--- src/rtl/sr_ff_pkg.sv ---
// Shared types for the SR flip-flop driver: FSM states and the {s,r} excitation
// codes, ordered to match the flop's own {s,r} case decode.
package sr_ff_pkg;

  typedef enum logic [1:0] {
    ST_IDLE  = 2'd0,
    ST_DRIVE = 2'd1,
    ST_CHECK = 2'd2
  } state_e;

  localparam logic [1:0] EXC_HOLD    = 2'b00;
  localparam logic [1:0] EXC_RST     = 2'b01;
  localparam logic [1:0] EXC_SET     = 2'b10;
  localparam logic [1:0] EXC_ILLEGAL = 2'b11;

  function automatic logic exc_legal(input logic [1:0] exc);
    return exc != EXC_ILLEGAL;
  endfunction

endpackage

--- src/rtl/sr_ff_driver_if.sv ---
// Request/excitation/readback bundle between sequencing logic (master) and the
// SR flop driver (slave); q_fb is the flop's Q routed back through the master side.
interface sr_ff_driver_if #(
  parameter int CNT_W = 8
);
  logic             req_valid;
  logic             req_bit;
  logic             req_ready;
  logic             s;
  logic             r;
  logic             q_fb;
  logic             done;
  logic             err;
  logic [CNT_W-1:0] mismatch_cnt;

  modport master (
    output req_valid, req_bit, q_fb,
    input  req_ready, s, r, done, err, mismatch_cnt
  );

  modport slave (
    input  req_valid, req_bit, q_fb,
    output req_ready, s, r, done, err, mismatch_cnt
  );
endinterface

--- src/rtl/sr_ff_driver_excite_enc.sv ---
// Maps (current Q, wanted Q) to the {s,r} excitation; the output is clamped so the
// forbidden s=r=1 code can never leave this block.
module sr_excite_enc
  import sr_ff_pkg::*;
(
  input  logic       q_now_i,
  input  logic       q_target_i,
  output logic [1:0] sr_o
);

  logic [1:0] code;

  // NOTE: every signal written in always_comb gets a default first, so no path
  // leaves it unassigned and no latch is inferred.
  always_comb begin
    code = EXC_HOLD;
    if (q_now_i != q_target_i) begin
      code = q_target_i ? EXC_SET : EXC_RST;
    end
    sr_o = exc_legal(code) ? code : EXC_HOLD;
  end

endmodule

--- src/rtl/sr_ff_driver.sv ---
// SR flop driver: accepts target bits, pulses s/r for one cycle, verifies Q and
// reports done/err. Define SR_FF_DRIVER_RETRY_EN to re-drive up to MAX_RETRY times.
module sr_ff_driver
  import sr_ff_pkg::*;
#(
  parameter int CNT_W     = 8,
  parameter int MAX_RETRY = 2
) (
  input  logic            clk,
  input  logic            reset,
  sr_ff_driver_if.slave   bus
);

`ifdef SR_FF_DRIVER_RETRY_EN
  localparam bit RETRY_EN = 1'b1;
`else
  localparam bit RETRY_EN = 1'b0;
`endif
  localparam int RETRY_LIM = RETRY_EN ? MAX_RETRY : 0;
  localparam int RTRY_W    = (MAX_RETRY > 1) ? $clog2(MAX_RETRY + 1) : 1;

  state_e             state_q;
  logic               tgt_q;
  logic               s_q;
  logic               r_q;
  logic               done_q;
  logic               err_q;
  logic [CNT_W-1:0]   mismatch_cnt_q;
  logic [RTRY_W-1:0]  retry_q;

  logic               exc_tgt;
  logic [1:0]         exc_d;

  // In IDLE the excitation comes from the incoming bit; on a retry from the latched one.
  assign exc_tgt = (state_q == ST_IDLE) ? bus.req_bit : tgt_q;

  sr_excite_enc u_enc (
    .q_now_i    (bus.q_fb),
    .q_target_i (exc_tgt),
    .sr_o       (exc_d)
  );

  // NOTE: all state here is updated with non-blocking assignments so every
  // register samples pre-edge values regardless of statement order.
  always_ff @(posedge clk) begin
    if (reset) begin
      state_q        <= ST_IDLE;
      tgt_q          <= 1'b0;
      s_q            <= 1'b0;
      r_q            <= 1'b0;
      done_q         <= 1'b0;
      err_q          <= 1'b0;
      mismatch_cnt_q <= '0;
      retry_q        <= '0;
    end else begin
      done_q <= 1'b0;
      err_q  <= 1'b0;
      unique case (state_q)
        ST_IDLE: begin
          if (bus.req_valid) begin
            tgt_q      <= bus.req_bit;
            {s_q, r_q} <= exc_d;
            retry_q    <= '0;
            state_q    <= ST_DRIVE;
          end
        end
        ST_DRIVE: begin
          {s_q, r_q} <= EXC_HOLD;
          state_q    <= ST_CHECK;
        end
        ST_CHECK: begin
          if (bus.q_fb == tgt_q) begin
            done_q  <= 1'b1;
            state_q <= ST_IDLE;
          end else begin
            if (mismatch_cnt_q != '1) begin
              mismatch_cnt_q <= mismatch_cnt_q + 1'b1;
            end
            if (int'(retry_q) < RETRY_LIM) begin
              retry_q    <= retry_q + 1'b1;
              {s_q, r_q} <= exc_d;
              state_q    <= ST_DRIVE;
            end else begin
              done_q  <= 1'b1;
              err_q   <= 1'b1;
              state_q <= ST_IDLE;
            end
          end
        end
        default: state_q <= ST_IDLE;
      endcase
    end
  end

  assign bus.req_ready    = (state_q == ST_IDLE);
  assign bus.s            = s_q;
  assign bus.r            = r_q;
  assign bus.done         = done_q;
  assign bus.err          = err_q;
  assign bus.mismatch_cnt = mismatch_cnt_q;

endmodule

--- src/flat_wrapper.sv ---
// flat-port wrapper written by rule: the top's interface ports become plain ports
module sr_ff_driver_flat import sr_ff_pkg::*;
#(
  parameter int CNT_W     = 8,
  parameter int MAX_RETRY = 2
)
  (clk, reset, bus_req_valid, bus_req_bit, bus_q_fb, bus_req_ready, bus_s, bus_r, bus_done, bus_err, bus_mismatch_cnt);
  sr_ff_driver_if #(.CNT_W(CNT_W)) bus_i ();
  input  logic clk;
  input  logic reset;
  input wire logic [$bits(bus_i.req_valid)-1:0] bus_req_valid;
  input wire logic [$bits(bus_i.req_bit)-1:0] bus_req_bit;
  input wire logic [$bits(bus_i.q_fb)-1:0] bus_q_fb;
  output wire logic [$bits(bus_i.req_ready)-1:0] bus_req_ready;
  output wire logic [$bits(bus_i.s)-1:0] bus_s;
  output wire logic [$bits(bus_i.r)-1:0] bus_r;
  output wire logic [$bits(bus_i.done)-1:0] bus_done;
  output wire logic [$bits(bus_i.err)-1:0] bus_err;
  output wire logic [$bits(bus_i.mismatch_cnt)-1:0] bus_mismatch_cnt;
  assign bus_i.req_valid = bus_req_valid;
  assign bus_i.req_bit = bus_req_bit;
  assign bus_i.q_fb = bus_q_fb;
  assign bus_req_ready = bus_i.req_ready;
  assign bus_s = bus_i.s;
  assign bus_r = bus_i.r;
  assign bus_done = bus_i.done;
  assign bus_err = bus_i.err;
  assign bus_mismatch_cnt = bus_i.mismatch_cnt;
  sr_ff_driver #(.CNT_W(CNT_W), .MAX_RETRY(MAX_RETRY)) u_core (.clk(clk), .reset(reset), .bus(bus_i));
endmodule
--- config.mk ---
export PLATFORM = sky130hd
export DESIGN_NAME = sr_ff_driver_flat
export DESIGN_NICKNAME = d
export VERILOG_FILES = /design/src/rtl/sr_ff_pkg.sv /design/src/rtl/sr_ff_driver_if.sv /design/src/rtl/sr_ff_driver_excite_enc.sv /design/src/rtl/sr_ff_driver.sv /design/src/flat_wrapper.sv
export SDC_FILE = /design/constraint.sdc
export NUM_CORES = 1
export LEC_CHECK = 0
export ABC_CLOCK_PERIOD_IN_PS = 2100
export CAP_MARGIN = 40
export CORE_UTILIZATION = 40
export DETAILED_ROUTE_END_ITERATION = 12
export PLACE_DENSITY_LB_ADDON = 0.3
export SETUP_SLACK_MARGIN = 0.05
export SLEW_MARGIN = 20
export SYNTH_ARGS = -nofsm -noshare
export SYNTH_HDL_FRONTEND = slang
export SYNTH_SLANG_ARGS = --single-unit
--- constraint.sdc ---
create_clock -name clk -period 2.1 [get_ports clk]
set_input_delay 0.21 -clock clk [delete_from_list [all_inputs] [get_ports clk]]
set_output_delay 0.21 -clock clk [all_outputs]
set_load 0.1 [all_outputs]
==> metrics.md, run 1 <==
| Metric | Value |
|---|---|
| Mapped cell area | 683 µm² |
| Required @ worst endpoint | 2250 ps |
| Core area | 1560 µm² |
| FF-to-FF path depth | 5 |
| Area share of xor/xnor cells in the synthesized design | 3.85% |
| Final Slew Violations | 0 |
| Worst hold endpoint | u_core.bus.r |
| Drt via density | 5.61 |
| Fmax | 682 MHz |
| Final-report hold violation count | 0 |
| Synth Flop Type | dfxtp_1 |
| Num Clock Sinks | 15 |
| Initial antenna violation count | 0 |
| Vias | 623 |
| Synth Area in Simple Gates | 32.1% |
| Die Span X | 43.3 µm |
| Worst Path Class, Setup | reg2reg |
| Post-DRT Antenna Nets | 0 |
| PortBufs | 17 |
| Slew @ Worst Pin | 558 ps |
| Synth Instances | 75 |
| Placer Congestion | 0.826 |
| Hold Slack | 515 ps |
| 1st-iter DRT viols | 12 |
| Pwr dens | 617 nW/µm² |
| Worst R2R Start | u_core.bus.mismatch_cnt[0] |
| Setup crit start kind | flip-flop |
| Arrival time worst endpoint | 1620 ps |
| Hold Crit Start | u_core.bus.r |
| Post-synth top cells | dfxtp_1 (15), nor2_1 (14), nand2_1 (6) |
| Tmin final | 1470 ps |
| FP Rows | 14 |
| CTS tree | yes |
| Largest cells by area after synthesis | dfxtp_1 (44%), nor2_1 (7.7%), mux2i_1 (5.9%) |
| Clock skew | 1.50 ps |
| Grt ovf | 0 |
| CTS Buffer Depth | 2 |
| Hold Crit Class | reg2reg |
| Clk_lat worst skew | 280 ps |
| Worst Path Max Fanout | 4 |
| Largest net degree at the start of global routing | 17 |
| Io pins | 18 |
| Synth area leader | dfxtp_1 |
| Relative slew slack | 62.7% |
| Post-synthesis cell type count | 27 |
| DR DRC count | 0 |
| Syn Area/Cell | 9.11 µm² |
| Finish-stage setup viols | 0 |
| First-pass GRT wire length | 2.50 mm |
| Hold Path Cell Cnt | 2 |
| Num CTS Buffers | 3 |
| RR Endpoint | u_core.bus.mismatch_cnt[1] |
| Synth Net Count | 81 |
| Max_cap viols | 0 |
| Die height | 43.3 µm |
| Worst Setup End Kind | flip-flop |
| Share of cells above drive strength 1 | 24.2% |
| Main combinational cell family by area after synthesis | simple AND/OR/NAND/NOR gates |
| Clk root buf | clkbuf_4 |
| Area share of fa/ha/maj cells after synthesis | 1.83% |
| Post-CTS Setup Bufs | 0 |
| Synth warnings | 0 |
| Status | finished clean |
| HPWL after DPL | 1.02 mm |
| Mux contribution to synthesized area | 5.86% |
| Area growth, synth to finish | 27.1% |
| Post-synthesis async set-or-reset flop share | 0% |
| RSZ-0062 raised after global routing | no |
| Vias in the first global route | 563 |
| Worst reg-to-reg setup slack | 630 ps |
| Worst-path clk slew | 80 ps |
| Nets | 102 |
| Compound-cell area share of the yosys netlist | 10.8% |
| #FFs+latches synth | 15 |
| Wire per inst | 12.7 µm |
| Post-route clock period utilization | 69.8% |
| Sequential element share of the synthesized area | 44.0% |
| Most frequent cell after synthesis | dfxtp_1 |
| Post-Route WL | 1.41 mm |
| DR pass1 iterations | 4 |
| N_diodes | 0 |
| Gr usage total | 18.1% |
| VDD IR max | 0.328 mV |
| Hold-fix buffers, CTS | 0 |
| H-tree levels | 1 |
| Full die area | 1880 µm² |
| CTS resizes | 0 |
| Number of flops mapped to enable cells by yosys | 0 |
| Area share of the largest cell type after synthesis | 44.0% |
| Setup TNS | 0 ps |
| Cell leakage power | 0.346 nW |
| Initial Util | 43.8% |
==> cells by family after synthesis <==
logic type,after synthesis
simple gates,39
flops,15
compound gates,10
mux,4
xor+xnor,3
buf+inv,3
fa+ha+maj,1
==> worst max path at each step <==
stage | to | slack (ps) | startpoint
6_report | u_core.bus.mismatch_cnt[1] | 630 | u_core.bus.mismatch_cnt[0]
5_1_grt | u_core.bus.mismatch_cnt[1] | 560 | u_core.bus.mismatch_cnt[0]
4_1_cts | u_core.bus.mismatch_cnt[1] | 630 | u_core.bus.mismatch_cnt[0]
3_5_place_dp | u_core.bus.mismatch_cnt[4] | 430 | bus_q_fb
3_3_place_gp | u_core.bus.mismatch_cnt[6] | 440 | bus_q_fb
2_1_floorplan | u_core.bus.mismatch_cnt[6] | 160 | u_core.bus.mismatch_cnt[4]
==> power breakdown <==
| group | switching [mW] | total, mW | internal [mW] |
|---|---|---|---|
| Combinational | 0.0576 | 0.0818 | 0.0243 |
| Clock | 0.0843 | 0.158 | 0.0738 |
| Sequential | 0.00564 | 0.296 | 0.290 |
| Total | 0.148 | 0.536 | 0.388 |
==> final cells by class <==
class	count	area [µm²]
flip-flops and latches	15	303
inverters	2	7.51
fillers	156	691
multi-input cells	57	374
well taps	16	20.0
clock buffers	4	26.3
repair buffers	17	138
==> layout by cell type (no fill, tap or decap), types with 2 or more instances in the layout <==
master / instances
clkdlybuf4s50_1: 4
dfxtp_1: 13
nor3_1: 2
nor4b_2: 2
mux2i_1: 4
inv_1: 2
buf_4: 13
nor2b_1: 3
nand3_1: 2
a311oi_1: 2
nand2_1: 6
a32oi_1: 2
clkbuf_4: 3
nor2_1: 13
dfxtp_2: 2
xor2_1: 2
and3_1: 3
nand4_1: 2
a21oi_1: 2
==> per-layer routing <==
layer | vias to the layer above | part of all wire (%) | GRT usage, %
met5 | - | 0 | 0
met4 | 0 | 1.3 | 7.50
met3 | 4 | 6.4 | 6.38
met2 | 20 | 44 | 27.6
met1 | 290 | 48 | 23.3
li1 | 309 | - | -
==> critical path: stages, from the launching register on <==
cell and delay [ps]:
dfxtp_2 360, ha_1 190, nand4_1 170, o211ai_1 340
mux2i_1 230, nor2_1 60
==> stage by stage <==
stage	utilization [%]	area (µm²)	total power, mW	setup slack (ps)	cells
3_3_place_gp	54.0	842	0.383	437	107
2_1_floorplan	-	688	0.361	158	75
4_1_cts	55.7	868	0.544	631	111
3_5_place_dp	54.0	842	0.385	425	107
6_report	55.7	868	0.536	634	111
5_1_grt	55.7	868	0.562	557	111
==> state kept, by name, summed over array words and instances (netlist names) <==
name,count
u_core.bus.mismatch_cnt,8
u_core.bus.done,1
u_core.state_q,2
u_core.bus.r,1
u_core.bus.err,1
u_core.bus.s,1
u_core.tgt_q,1
Note: power is estimated with default switching activity, not from simulation.
==> inputs of run 2 (changes only) <==
- ABC_CLOCK_PERIOD_IN_PS: 2100 -> 1400
- clock period: 2.1 -> 1.4 ns (I/O delays scaled with it)
==> run 2 against run 1 <==
- utilization rose by 20 points
- combinational power rose by 110%
- flip-flop and latch count did not move
- register-to-register slack got worse by 590 ps
- final cell count rose by 8.1%
- largest power group unchanged
==> metrics.md, run 2 (synthesis gave the netlist of run 1 again) <==
| Metric | Value |
|---|---|
| Final setup margin | 43.9 ps (was 634 ps) |
| Crit path to | u_core.bus.mismatch_cnt[2] (was u_core.bus.mismatch_cnt[1]) |
| Worst-path clk slew | 80 ps (about the same) |
| Pwr dens | 714 nW/µm² (was 617 nW/µm²) |
| Combinational power share | 20.1% (was 15.3%) |
| Post-route clock period utilization | 96.9% (was 69.8%) |
| CTS Buffer Depth | 2 (unchanged) |
| Commonest cells after routing, fill and taps aside | nor2_1 (13), buf_12 (13), buf_4 (9) (was nor2_1 (13), buf_4 (13), dfxtp_1 (13)) |
| Tmin final | 1360 ps (was 1470 ps) |
| Initial antenna violation count | 0 (unchanged) |
| Dpl ws | -184 ps (was 425 ps) |
| Final-report hold violation count | 0 (unchanged) |
| Sw frac | 28.1% (was 27.5%) |
| Required @ worst endpoint | 1560 ps (was 2250 ps) |
| First-pass GRT wire length | 2.69 mm (was 2.50 mm) |
| RR Endpoint | u_core.bus.mismatch_cnt[2] (was u_core.bus.mismatch_cnt[1]) |
| Setup TNS | 0 ps (unchanged) |
| Placer Congestion | 0.901 (was 0.826) |
| Psw | 0.235 mW (was 0.148 mW) |
| Full die area | 1880 µm² (unchanged) |
| Arrival time worst endpoint | 1520 ps (was 1620 ps) |
| Gr usage total | 19.8% (was 18.1%) |
| Relative slew slack | 74.0% (was 62.7%) |
| Crit-path leading delay family | simple AND/OR/NAND/NOR gates (was flip-flops) |
| FP Rows | 14 (unchanged) |
| Hold Path Cell Cnt | 1 (was 2) |
| Crit. Startpoint | u_core.state_q[0] (was u_core.bus.mismatch_cnt[0]) |
| Post-DRT Antenna Nets | 0 (unchanged) |
| Worst Path Class, Setup | reg2reg (unchanged) |
| Wire per inst | 14.4 µm (was 12.7 µm) |
| HPWL after DPL | 1.25 mm (was 1.02 mm) |
| Vias | 691 (was 623) |
| Cell leakage power | 0.457 nW (was 0.346 nW) |
| Dpl cell area | 1100 µm² (was 842 µm²) |
| Hold Crit Class | reg2reg (unchanged) |
| CTS tree | yes (unchanged) |
| Worst R2R Start | u_core.state_q[0] (was u_core.bus.mismatch_cnt[0]) |
| Area growth, synth to finish | 71.6% (was 27.1%) |
| Final Slew Violations | 0 (unchanged) |
| N_diodes | 0 (unchanged) |
| Worst reg-to-reg setup slack | 40 ps (was 630 ps) |
| Num Clock Sinks | 15 (unchanged) |
| Clock skew | 2.05 ps (was 1.50 ps) |
| Status | finished clean (unchanged) |
| Critical path depth | 5 (unchanged) |
| Final instance area | 1170 µm² (was 868 µm²) |
| Drt via density | 5.76 (was 5.61) |
| WP buf/inv | 1 (was 0) |
| Max stage delay cell, worst path | dfxtp_1 (was dfxtp_2) |
| Worst-path cell chain | buf_4, nor2b_1, nand2_1, a311oi_1, nor3_1 (was ha_1, nand4_1, o211ai_1, mux2i_1, nor2_1) |
| Final std cells w/o fill | 120 (was 111) |
| DR pass1 iterations | 4 (unchanged) |
| Finish-stage setup viols | 0 (unchanged) |
| Nets | 111 (was 102) |
| Share of cells above drive strength 1 | 40.4% (was 24.2%) |
| Placed insts | 113 (was 107) |
| Grt ovf | 0 (unchanged) |
| Num CTS Buffers | 3 (unchanged) |
| Setup crit start kind | flip-flop (unchanged) |
| Vias in the first global route | 643 (was 563) |
| RSZ-0062 raised after global routing | yes (was no) |
| Io pins | 18 (unchanged) |
| Worst path max stage delay | 320 ps (was 360 ps) |
| FF-to-FF path depth | 5 (unchanged) |
| Sequential power share | 51.4% (was 55.2%) |
| DR DRC count | 0 (unchanged) |
| Clk root buf | clkbuf_4 (unchanged) |
| Clock power share | 28.5% (was 29.5%) |
| Max_cap viols | 0 (unchanged) |
| Largest net degree at the start of global routing | 11 (was 17) |
| Pint | 0.601 mW (was 0.388 mW) |
| Core Util, Final | 75.2% (was 55.7%) |
| Core area | 1560 µm² (unchanged) |
| 1st-iter DRT viols | 41 (was 12) |
| Worst Path Max Fanout | 4 (unchanged) |
| H-tree levels | 1 (unchanged) |
| Clk_lat worst skew | 280 ps (about the same) |
| Initial Util | 43.8% (unchanged) |
| VDD IR max | 0.614 mV (was 0.328 mV) |
| PortBufs | 17 (unchanged) |
| Slew @ Worst Pin | 388 ps (was 558 ps) |
| Die Span X | 43.3 µm (unchanged) |
| Post-Route WL | 1.72 mm (was 1.41 mm) |
| Max FFs per register | 8 (unchanged) |
| Fmax | 737 MHz (was 682 MHz) |
| Worst Setup End Kind | flip-flop (unchanged) |
| Die height | 43.3 µm (unchanged) |
run 2: cell count changes in the layout (fill, tap and decap cells not counted), moves of 4 or more:
| cell | before | now |
|---|---|---|
| buf_12 | 0 | 13 |
| dfxtp_4 | 0 | 8 |
| dfxtp_1 | 13 | 6 |
| buf_4 | 13 | 9 |
run 2: per-stage QoR:
stage               hold slack, ps  power, mW
floorplan                      202      0.532
global placement               447      0.595
detailed placement             477      0.597
CTS                            445      0.835
global route                   462      0.876
finish                         446      0.837
run 2: worst register-to-register path, delay by kind of cell (launching register included):
kind,cells,cell delay [ps]
buffers and inverters,1,150
AOI/OAI and AO/OA,1,290
and+or+nand+nor,3,480
DFF,1,320
run 2: cell type report:
class	count	area, µm²
Inverter	2	7.51
Clock buffer	4	26.3
Sequential cell	15	332
Tap cell	16	20.0
Fill cell	101	387
Multi-Input combinational cell	57	419
Timing Repair Buffer	26	368
run 2: metal layers:
layer | track usage (%) | vias to the layer above | part of all wire, %
met5 | 0 | - | 0
met4 | 8.75 | 0 | 4.8
met3 | 8.94 | 14 | 7.0
met2 | 34.5 | 36 | 49
met1 | 20.1 | 315 | 39
li1 | - | 326 | -
run 2: worst min path at each step:
| stage | slack, ps | startpoint | to |
|---|---|---|---|
| after floorplan | 200 | reset | u_core.bus.mismatch_cnt[3] |
| after global placement | 450 | u_core.state_q[1] | u_core.state_q[1] |
| after detailed placement | 480 | u_core.state_q[1] | u_core.state_q[1] |
| after CTS | 450 | u_core.state_q[1] | u_core.state_q[1] |
| after global routing | 460 | u_core.state_q[1] | u_core.state_q[1] |
| final | 450 | u_core.state_q[1] | u_core.state_q[1] |
run 2: power groups by stage:
stage          logic [mW]  clock network, mW  registers, mW
3_5_place_dp        0.157                  0          0.440
5_1_grt             0.177              0.268          0.431
3_3_place_gp        0.155                  0          0.440
4_1_cts             0.162              0.243          0.429
6_report            0.168              0.238          0.430
2_1_floorplan      0.0620                  0          0.470
run 2: timing repair:
action,CTS,global route
hold buffers,0,0
cloned,0,0
pin swaps,1,2
resized for setup,2,2
setup buffers,2,1
setup endpoints to repair,4,7
==> inputs of run 3 (changes only) <==
- SLEW_MARGIN: 20 -> 15
==> results of run 3 <==
No change in the layout: final DEF, timing and power equal those of run 2.
